$ cat src/rtl/uart_wb_bridge.sv
// uart_wb_bridge: uart2bus register file that launches single pipelined Wishbone transfers
module uart_wb_bridge #(
    parameter int TIMEOUT = 1024,
    parameter int TO_W    = 10
) (
    input  logic        clk_i,
    input  logic        rst_i,
    input  logic [15:0] int_address,
    input  logic [7:0]  int_wr_data,
    input  logic        int_write,
    input  logic        int_read,
    input  logic        int_req,
    output logic        int_gnt,
    output logic [7:0]  int_rd_data,
    output logic        wb_cyc_o,
    output logic        wb_stb_o,
    output logic        wb_we_o,
    output logic [3:0]  wb_sel_o,
    output logic [31:0] wb_addr_o,
    output logic [31:0] wb_data_o,
    input  logic [31:0] wb_data_i,
    input  logic        wb_stall_i,
    input  logic        wb_ack_i
);
    typedef enum logic [1:0] {IDLE, REQ, WAIT_ACK} state_t;
    state_t state_q, state_d;
    logic [31:0] addr_q, addr_d, wdata_q, wdata_d, rdata_q, rdata_d;
    logic [7:0] ctrl_q, ctrl_d, rd_data_q, rd_data_d, rd_byte;
    logic done_q, done_d, to_q, to_d, ovr_q, ovr_d, gnt_q;
    logic [TO_W-1:0] cnt_q, cnt_d;
    logic in_map, busy, ack_done;
    logic [3:0] off;
    logic [4:0] sh;
    assign in_map = int_address[15:4] == 12'h000;
    assign off = int_address[3:0];
    assign sh = {off[1:0], 3'b000};
    assign busy = state_q != IDLE;
    assign ack_done = wb_ack_i && ((state_q == REQ && !wb_stall_i) || state_q == WAIT_ACK);
    always_comb begin
        rd_byte = 8'h00;
        if (in_map)
            case (off[3:2])
                2'd0: rd_byte = addr_q[sh +: 8];
                2'd1: rd_byte = wdata_q[sh +: 8];
                2'd2: rd_byte = off[1:0] == 2'd0 ? ctrl_q :
                                off[1:0] == 2'd1 ? {4'h0, ovr_q, to_q, done_q, busy} : 8'h00;
                default: rd_byte = rdata_q[sh +: 8];
            endcase
    end
    always_comb begin
        state_d = state_q;
        addr_d = addr_q;
        wdata_d = wdata_q;
        rdata_d = rdata_q;
        ctrl_d = ctrl_q;
        done_d = done_q;
        to_d = to_q;
        ovr_d = ovr_q;
        cnt_d = cnt_q;
        rd_data_d = int_read ? rd_byte : rd_data_q;
        if (int_read && in_map && off == 4'h9) begin
            done_d = 1'b0;
            to_d = 1'b0;
            ovr_d = 1'b0;
        end
        // ADDR/WDATA/CTRL writes; any of them while a transfer is running is an overrun
        if (int_write && in_map && off < 4'h9) begin
            if (busy) ovr_d = 1'b1;
            else if (off[3]) begin
                ctrl_d = int_wr_data;
                done_d = 1'b0;
                to_d = 1'b0;
                cnt_d = '0;
                state_d = REQ;
            end
            else if (off[2]) wdata_d[sh +: 8] = int_wr_data;
            else addr_d[sh +: 8] = int_wr_data;
        end
        if (ack_done) begin
            state_d = IDLE;
            done_d = 1'b1;
            if (!ctrl_q[1]) rdata_d = wb_data_i;
            if (ctrl_q[2]) addr_d = addr_q + 32'd4;
        end else if (busy) begin
            if (cnt_q == TO_W'(TIMEOUT - 1)) begin
                state_d = IDLE;
                to_d = 1'b1;
                done_d = 1'b0;
            end else begin
                cnt_d = cnt_q + TO_W'(1);
                if (state_q == REQ && !wb_stall_i) state_d = WAIT_ACK;
            end
        end
    end
    always_ff @(posedge clk_i) begin
        if (rst_i) begin
            state_q <= IDLE;
            addr_q <= '0;
            wdata_q <= '0;
            rdata_q <= '0;
            ctrl_q <= '0;
            rd_data_q <= '0;
            done_q <= 1'b0;
            to_q <= 1'b0;
            ovr_q <= 1'b0;
            cnt_q <= '0;
            gnt_q <= 1'b0;
        end else begin
            state_q <= state_d;
            addr_q <= addr_d;
            wdata_q <= wdata_d;
            rdata_q <= rdata_d;
            ctrl_q <= ctrl_d;
            rd_data_q <= rd_data_d;
            done_q <= done_d;
            to_q <= to_d;
            ovr_q <= ovr_d;
            cnt_q <= cnt_d;
            gnt_q <= int_req;
        end
    end
    assign int_gnt = gnt_q;
    assign int_rd_data = rd_data_q;
    assign wb_cyc_o = busy;
    assign wb_stb_o = state_q == REQ;
    assign wb_we_o = ctrl_q[1];
    assign wb_sel_o = ctrl_q[7:4];
    assign wb_addr_o = addr_q;
    assign wb_data_o = wdata_q;
endmodule

$ cat config.mk
export PLATFORM = sky130hd
export DESIGN_NAME = uart_wb_bridge
export DESIGN_NICKNAME = d
export VERILOG_FILES = /design/src/rtl/uart_wb_bridge.sv
export SDC_FILE = /design/constraint.sdc
export NUM_CORES = 1
export LEC_CHECK = 0
export ABC_AREA = 0
export BUFFER_PORTS_ARGS = -buffer_cell sky130_fd_sc_hd__clkbuf_2
export CAP_MARGIN = 20
export CORE_ASPECT_RATIO = 1.2
export CORE_MARGIN = 2
export CORE_UTILIZATION = 30
export DETAILED_ROUTE_END_ITERATION = 10
export PLACE_DENSITY = 0.48
export REMOVE_ABC_BUFFERS = 1
export SYNTH_ARGS = -nofsm -noshare
export SYNTH_HDL_FRONTEND = slang
export SYNTH_SLANG_ARGS = --single-unit
$ cat constraint.sdc
create_clock -name clk_i -period 9.82 [get_ports clk_i]
set_clock_uncertainty 0.2 [all_clocks]
set_input_delay 1.473 -clock clk_i [delete_from_list [all_inputs] [get_ports clk_i]]
set_output_delay 1.473 -clock clk_i [all_outputs]
set_load 0.02 [all_outputs]
==> results of run 1 <==
cell type report:
type                       instances  area (sq um)  area share, %
multi-input combinational        613          3950           47.5
sequential                       128          2560           30.8
timing repair buffer             151           781           9.39
clock buffer                      25           505           6.08
tap                              279           349           4.20
clock inverter                     5           125           1.50
inverter                          12          45.0          0.542
metrics by stage:
stage               utilization [%]  hold WS, ns  cell area [sq um]  power [mW]  setup slack [ns]
floorplan                         -        0.226               6550       0.552              6.01
global placement               34.2        0.242               7680       0.600              4.90
detailed placement             34.2        0.245               7680       0.601              4.79
CTS                            37.0        0.253               8320        1.29              5.28
global route                   37.0        0.270               8320        1.32              4.94
finish                         37.0        0.251               8320        1.28              5.23
cell families (layout without fill, tap and decap cells):
logic type               after synthesis  count (layout)  share of synthesized area, %
AND/OR/NAND/NOR                      361             361                          26.7
XOR/XNOR                               5               5                         0.638
AO/OA/AOI/OAI                        190             190                          17.8
multiplexers                          50              50                          11.0
buffers and inverters                 84             193                          5.21
flip-flops                           128             128                          37.3
adder cells (fa/ha/maj)                7               7                          1.28
routing by layer:
| layer | global-route usage [%] | vias to the layer above | wire length, um |
|---|---|---|---|
| li1 | - | 3250 | - |
| met1 | 28.3 | 3289 | 11300 |
| met2 | 34.8 | 248 | 12600 |
| met3 | 3.56 | 30 | 1460 |
| met4 | 6.74 | 0 | 488 |
| met5 | 0 | - | 0 |
Yosys cell counts, types with 7 or more instances:
library cell	count	area share, %
mux4_2	19	6.2
nor3_1	11	0.80
nand2_1	140	7.7
a221oi_1	7	0.89
nor2_1	31	1.7
buf_2	13	0.95
inv_1	11	0.60
nor4_1	11	1.0
nand2b_1	7	0.64
mux2_2	12	2.0
and3_1	18	1.6
dfxtp_1	128	37
clkbuf_1	48	2.6
a21oi_1	84	6.1
mux2i_1	19	2.8
and2_1	7	0.64
nand4_1	22	2.0
o21ai_0	15	1.1
ha_1	7	1.3
a31oi_1	24	2.2
nand3_1	74	5.4
tightest hold or removal path: cells and delay by family, from the launching register on:
kind | cells | cell delay (ns)
simple gates | 1 | 0.05
compound gates | 1 | 0.05
flops | 1 | 0.30
worst paths after layout:
kind | from | end | cells after the start
setup / recovery | int_address[1] | wb_addr_o[2] | 7
hold reg to reg | rdata_q[26] | rdata_q[26] | 2
setup reg to reg | state_q[1] | wb_data_o[5] | 5
hold / removal | rdata_q[26] | rdata_q[26] | 2
power by group:
group	switching, mW	total, mW	internal [mW]
clock network	0.233	0.689	0.456
registers	0.0000484	0.520	0.520
logic	0.0476	0.0697	0.0221
state kept, by name, summed over array words and instances (netlist names), 2 cells and up:
name / count
rdata_q: 32
wb_addr_o: 32
wb_data_o: 32
cnt_q: 10
ctrl_q: 8
int_rd_data: 8
state_q: 2
==> key figures, run 1 <==
Run status
  – Status: complete, no violations

Clock tree
  – Clock latency on the worst-skew pair: 0.42 ns
  – Post-CTS Setup Inserts: 0
  – CTS tree: built
  – Hold buffers post-CTS: 0
  – CTS Buf Count: 17
  – Worst-path clk slew: 0.05 ns
  – H-Tree Level Count: 4
  – Num Clock Sinks: 128
  – CTS Buffer Depth: 2
  – Root buffer cell: clkbuf_16
  – Resize count post-CTS: 0

Final layout
  – Final Non-Filler Cells: 1213
  – Final nets: 993
  – Antenna cells: 0
  – Layout cells sized above 1: 24.3%
  – Area grow syn2layout: 21.1%
  – Most frequent cells in the layout: 141 x clkbuf_2, 140 x nand2_1, 128 x dfxtp_1
  – Commonest non-fill, non-tap cell in the layout: clkbuf_2
  – Fill cell instance count of the final layout: 2340

Worst setup path
  – Crit path max fanout: 23
  – Worst endpoint required time: 9.91 ns
  – Arrival @ worst endpoint: 4.68 ns
  – Worst R2R Setup Slack: 7.11 ns
  – Worst path slowest cell: nor3b_1
  – Top delay family on crit path: buffers and inverters
  – CP Capture Type: flop
  – Slowest stage delay, CP: 0.68 ns
  – Kind of critical path: input port to flop
  – Startpoint Class: input port
  – Crit path cell chain: clkbuf_2 > clkinv_1 > ha_1 > nor3b_1 > and2_1 > a21boi_0 > a2111oi_0
  – Worst Path Buf+Inv: 2

Power and ir drop
  – Leakage: 3.15 nW
  – Worst vdd ir: 0.114 mV
  – PwrDens: 154 mW/mm^2

GRT
  – Vias in the first global route: 6426
  – All-Layer GR Usage: 21.2%
  – Antenna violations before repair: 0
  – Largest net degree at the start of global routing: 70
  – GRT Residual Overflow: 0
  – First-pass GRT wire length: 38.9 mm

Route
  – Routed Antenna Nets: 0
  – Initial drt markers: 661
  – WL final: 25.8 mm
  – DRC Markers: 0
  – Via/cell ratio: 5.62
  – Vias: 6817
  – Pre-antenna DRT Iters: 5
  – WL/cell: 21.2 um

Floorplanning
  – Area of the core: 0.0224 sq mm
  – Io pins: 143
  – Starting Density: 30.6%
  – Rows: 60
  – Die Area: 0.0241 sq mm
  – Die height: 170 um
  – Die width: 142 um

Place
  – DPL Wire Length: 18.3 mm
  – Final Wtd Congestion: 0.839
  – IO Port Bufs: 142
  – Placed cell count: 1183

Flow run
  – Max-cap violations: 0

STA
  – Max Slew Vio Count: 0
  – Relative slew slack: 43.4%
  – Tmin final: 4.59 ns
  – Final setup fails: 0
  – Final Cycle Share: 46.8%
  – Tightest Pin Transition: 0.850 ns
  – TNS Setup: 0 ns
  – Hold Vio Cnt, Final: 0
  – Unrepaired setup endpoints after global routing: false
  – Max frequency: 218 MHz

Synthesis
  – Seq/Total Area, Yosys: 37.3%
  – Cells after synthesis: 825
  – EDFF count, synth: 0
  – Ys async rst share: 0%
  – Post-synthesis cell type count: 68
  – Register bit count reported by yosys: 128
  – Syn_area_per_cell: 8.32 sq um
  – Mapped cell area: 0.00687 sq mm
  – Yosys warns: 0
  – Synth Flop Type: dfxtp_1

Worst hold path
  – HP Class: flop to flop
(Power assumes the default switching activity.)
==> run 2: changes to the inputs <==
==> constraint.sdc (replaced) <==
create_clock -name clk_i -period 4.5 [get_ports clk_i]
set_clock_uncertainty 0.2 [all_clocks]
set_input_delay 0.675 -clock clk_i [delete_from_list [all_inputs] [get_ports clk_i]]
set_output_delay 0.675 -clock clk_i [all_outputs]
set_load 0.02 [all_outputs]
==> run 2 against run 1 <==
- clock power up 86%
- cell count up 0.58%
- cell area down 0.65%
- power up 100%
- sequential cell count unchanged
- routed wire length up 0.95%
- setup slack worse by 3.4 ns
- critical path type unchanged
- first-iteration DRC count down 3.0%
- sequential share of layout area up 0.20 points
- clock-buffer cell count down 7
- register-to-register slack worse by 5.2 ns
- core utilization down 0.24 points
==> key figures, run 2 (same netlist as run 1, synthesis figures left out) <==
Run status
  – Status: complete, no violations (unchanged)

Worst setup path
  – Worst path slowest cell: ha_1 (was nor3b_1)
  – Crit path max fanout: 8 (was 23)
  – Startpoint Class: input port (unchanged)
  – CP Capture Type: flop (unchanged)
  – Kind of critical path: input port to flop (unchanged)
  – Slowest stage delay, CP: 0.49 ns (was 0.68 ns)
  – Worst endpoint required time: 4.60 ns (was 9.91 ns)
  – Crit path cell chain: clkbuf_2 > clkinv_1 > ha_1 > nor3b_1 > buf_4 > and2_1 > a21boi_0 > a2111oi_0 (was clkbuf_2 > clkinv_1 > ha_1 > nor3b_1 > and2_1 > a21boi_0 > a2111oi_0)
  – Arrival @ worst endpoint: 2.81 ns (was 4.68 ns)

Clock tree
  – Worst-path clk slew: 0.06 ns (was 0.05 ns)
  – Resize count post-CTS: 0 (unchanged)
  – Num Clock Sinks: 128 (unchanged)
  – Clock latency on the worst-skew pair: 0.42 ns (about the same)
  – CTS tree: built (unchanged)
  – H-Tree Level Count: 4 (unchanged)
  – Root buffer cell: clkbuf_16 (unchanged)
  – Post-CTS Setup Inserts: 0 (unchanged)
  – CTS Buf Count: 17 (unchanged)
  – Hold buffers post-CTS: 0 (unchanged)
  – CTS Buffer Depth: 2 (unchanged)

Power and ir drop
  – Total power draw: 2.57 mW (was 1.28 mW)
  – Worst vdd ir: 0.260 mV (was 0.114 mV)
  – Leakage: 3.12 nW (was 3.15 nW)
  – PwrDens: 311 mW/mm^2 (was 154 mW/mm^2)

Floorplanning
  – Die height: 170 um (unchanged)
  – Die Area: 0.0241 sq mm (unchanged)
  – Area of the core: 0.0224 sq mm (unchanged)
  – Die width: 142 um (unchanged)
  – Io pins: 143 (unchanged)
  – Starting Density: 30.6% (unchanged)
  – Rows: 60 (unchanged)

STA
  – TNS Setup: 0 ns (unchanged)
  – Tightest Pin Transition: 0.760 ns (was 0.850 ns)
  – Final worst slack: 1.79 ns (was 5.23 ns)
  – Max Slew Vio Count: 0 (unchanged)
  – Relative slew slack: 49.3% (was 43.4%)
  – Final setup fails: 0 (unchanged)
  – Unrepaired setup endpoints after global routing: false (unchanged)
  – Tmin final: 2.71 ns
  – Hold WS: 0.253 ns (was 0.251 ns)
  – Hold Vio Cnt, Final: 0 (unchanged)
  – Max frequency: 369 MHz
  – Final Cycle Share: 60.2%

Route
  – Via/cell ratio: 5.57 (was 5.62)
  – WL/cell: 21.3 um (was 21.2 um)
  – DRC Markers: 0 (unchanged)
  – WL final: 26.0 mm (was 25.8 mm)
  – Initial drt markers: 641 (was 661)
  – Vias: 6796 (was 6817)
  – Routed Antenna Nets: 0 (unchanged)
  – Pre-antenna DRT Iters: 5 (unchanged)

Final layout
  – Commonest non-fill, non-tap cell in the layout: clkbuf_2 (unchanged)
  – Antenna cells: 0 (unchanged)
  – Fill cell instance count of the final layout: 2365 (was 2340)
  – Most frequent cells in the layout: 141 x clkbuf_2, 140 x nand2_1, 128 x dfxtp_1 (unchanged)
  – Area grow syn2layout: 20.3% (was 21.1%)
  – Layout cells sized above 1: 25.1% (was 24.3%)
  – Register Area: 0.00256 sq mm (unchanged)
  – Multi-input gate area: 0.00395 sq mm (unchanged)
  – Final nets: 998 (was 993)
  – Final Non-Filler Cells: 1220 (was 1213)

Place
  – Placed cell count: 1188 (was 1183)
  – Setup WS pre-CTS: 1.37 ns (was 4.79 ns)
  – IO Port Bufs: 142 (unchanged)
  – DPL Wire Length: 18.7 mm (was 18.3 mm)
  – Final Wtd Congestion: 0.840 (was 0.839)

GRT
  – GRT Residual Overflow: 0 (unchanged)
  – Vias in the first global route: 6282 (was 6426)
  – Antenna violations before repair: 0 (unchanged)
  – Largest net degree at the start of global routing: 54 (was 70)
  – First-pass GRT wire length: 38.5 mm (was 38.9 mm)
  – All-Layer GR Usage: 21.2% (about the same)

Worst hold path
  – HP Class: flop to flop (unchanged)

Flow run
  – Max-cap violations: 0 (unchanged)
-- run 2: cell types whose count changed in the layout (fill, tap and decap cells not counted) --
cell,delta
buf_4,+5
bufinv_16,-4
clkbuf_1,-2
clkbuf_8,-5
clkinv_2,+1
clkinv_4,+4
clkinvlp_4,+4
inv_6,+4
-- run 2: power by group --
group	internal (mW)	leakage (nW)	switching, mW
registers	1.13	1.03	0.000111
clock network	0.711	0.254	0.565
logic	0.0500	1.84	0.106
total	1.89	3.12	0.671
-- run 2: layer usage --
metal | part of all wire, % | vias up | track usage [%]
met2 | 46 | 236 | 33.0
met3 | 5.9 | 51 | 4.71
li1 | - | 3263 | -
met5 | 0 | - | 0
met4 | 3.6 | 0 | 9.22
met1 | 45 | 3246 | 28.0
-- run 2: stage by stage --
step           area (sq um)  utilization [%]
6_report               8260             36.8
2_1_floorplan          6550                -
3_3_place_gp           7720             34.4
3_5_place_dp           7720             34.4
5_1_grt                8260             36.8
4_1_cts                8260             36.8
-- run 2: final cells by class --
type / instances / area share (%)
Clock buffer: 18 / 5.19
Inverter: 12 / 0.545
Timing Repair Buffer: 156 / 9.90
Clock inverter: 14 / 1.33
Multi-Input combinational cell: 613 / 47.8
Sequential cell: 128 / 31.0
Tap cell: 279 / 4.23
-- run 2: worst max-delay path: cells and delay by family --
family | cells | cell delay, ns
AO/OA/AOI/OAI | 2 | 0.50
AND/OR/NAND/NOR | 2 | 0.51
adder cells (fa/ha/maj) | 1 | 0.49
buffers and inverters | 3 | 0.63
-- run 2: final timing paths --
kind,start,endpoint,slack [ns],cells after the start
worst max-delay path,int_address[1],wb_addr_o[2],1.79,8
worst min-delay path,rdata_q[14],rdata_q[14],0.25,2
worst max register to register,wb_addr_o[3],wb_addr_o[12],1.92,6
worst min register to register,rdata_q[14],rdata_q[14],0.25,2
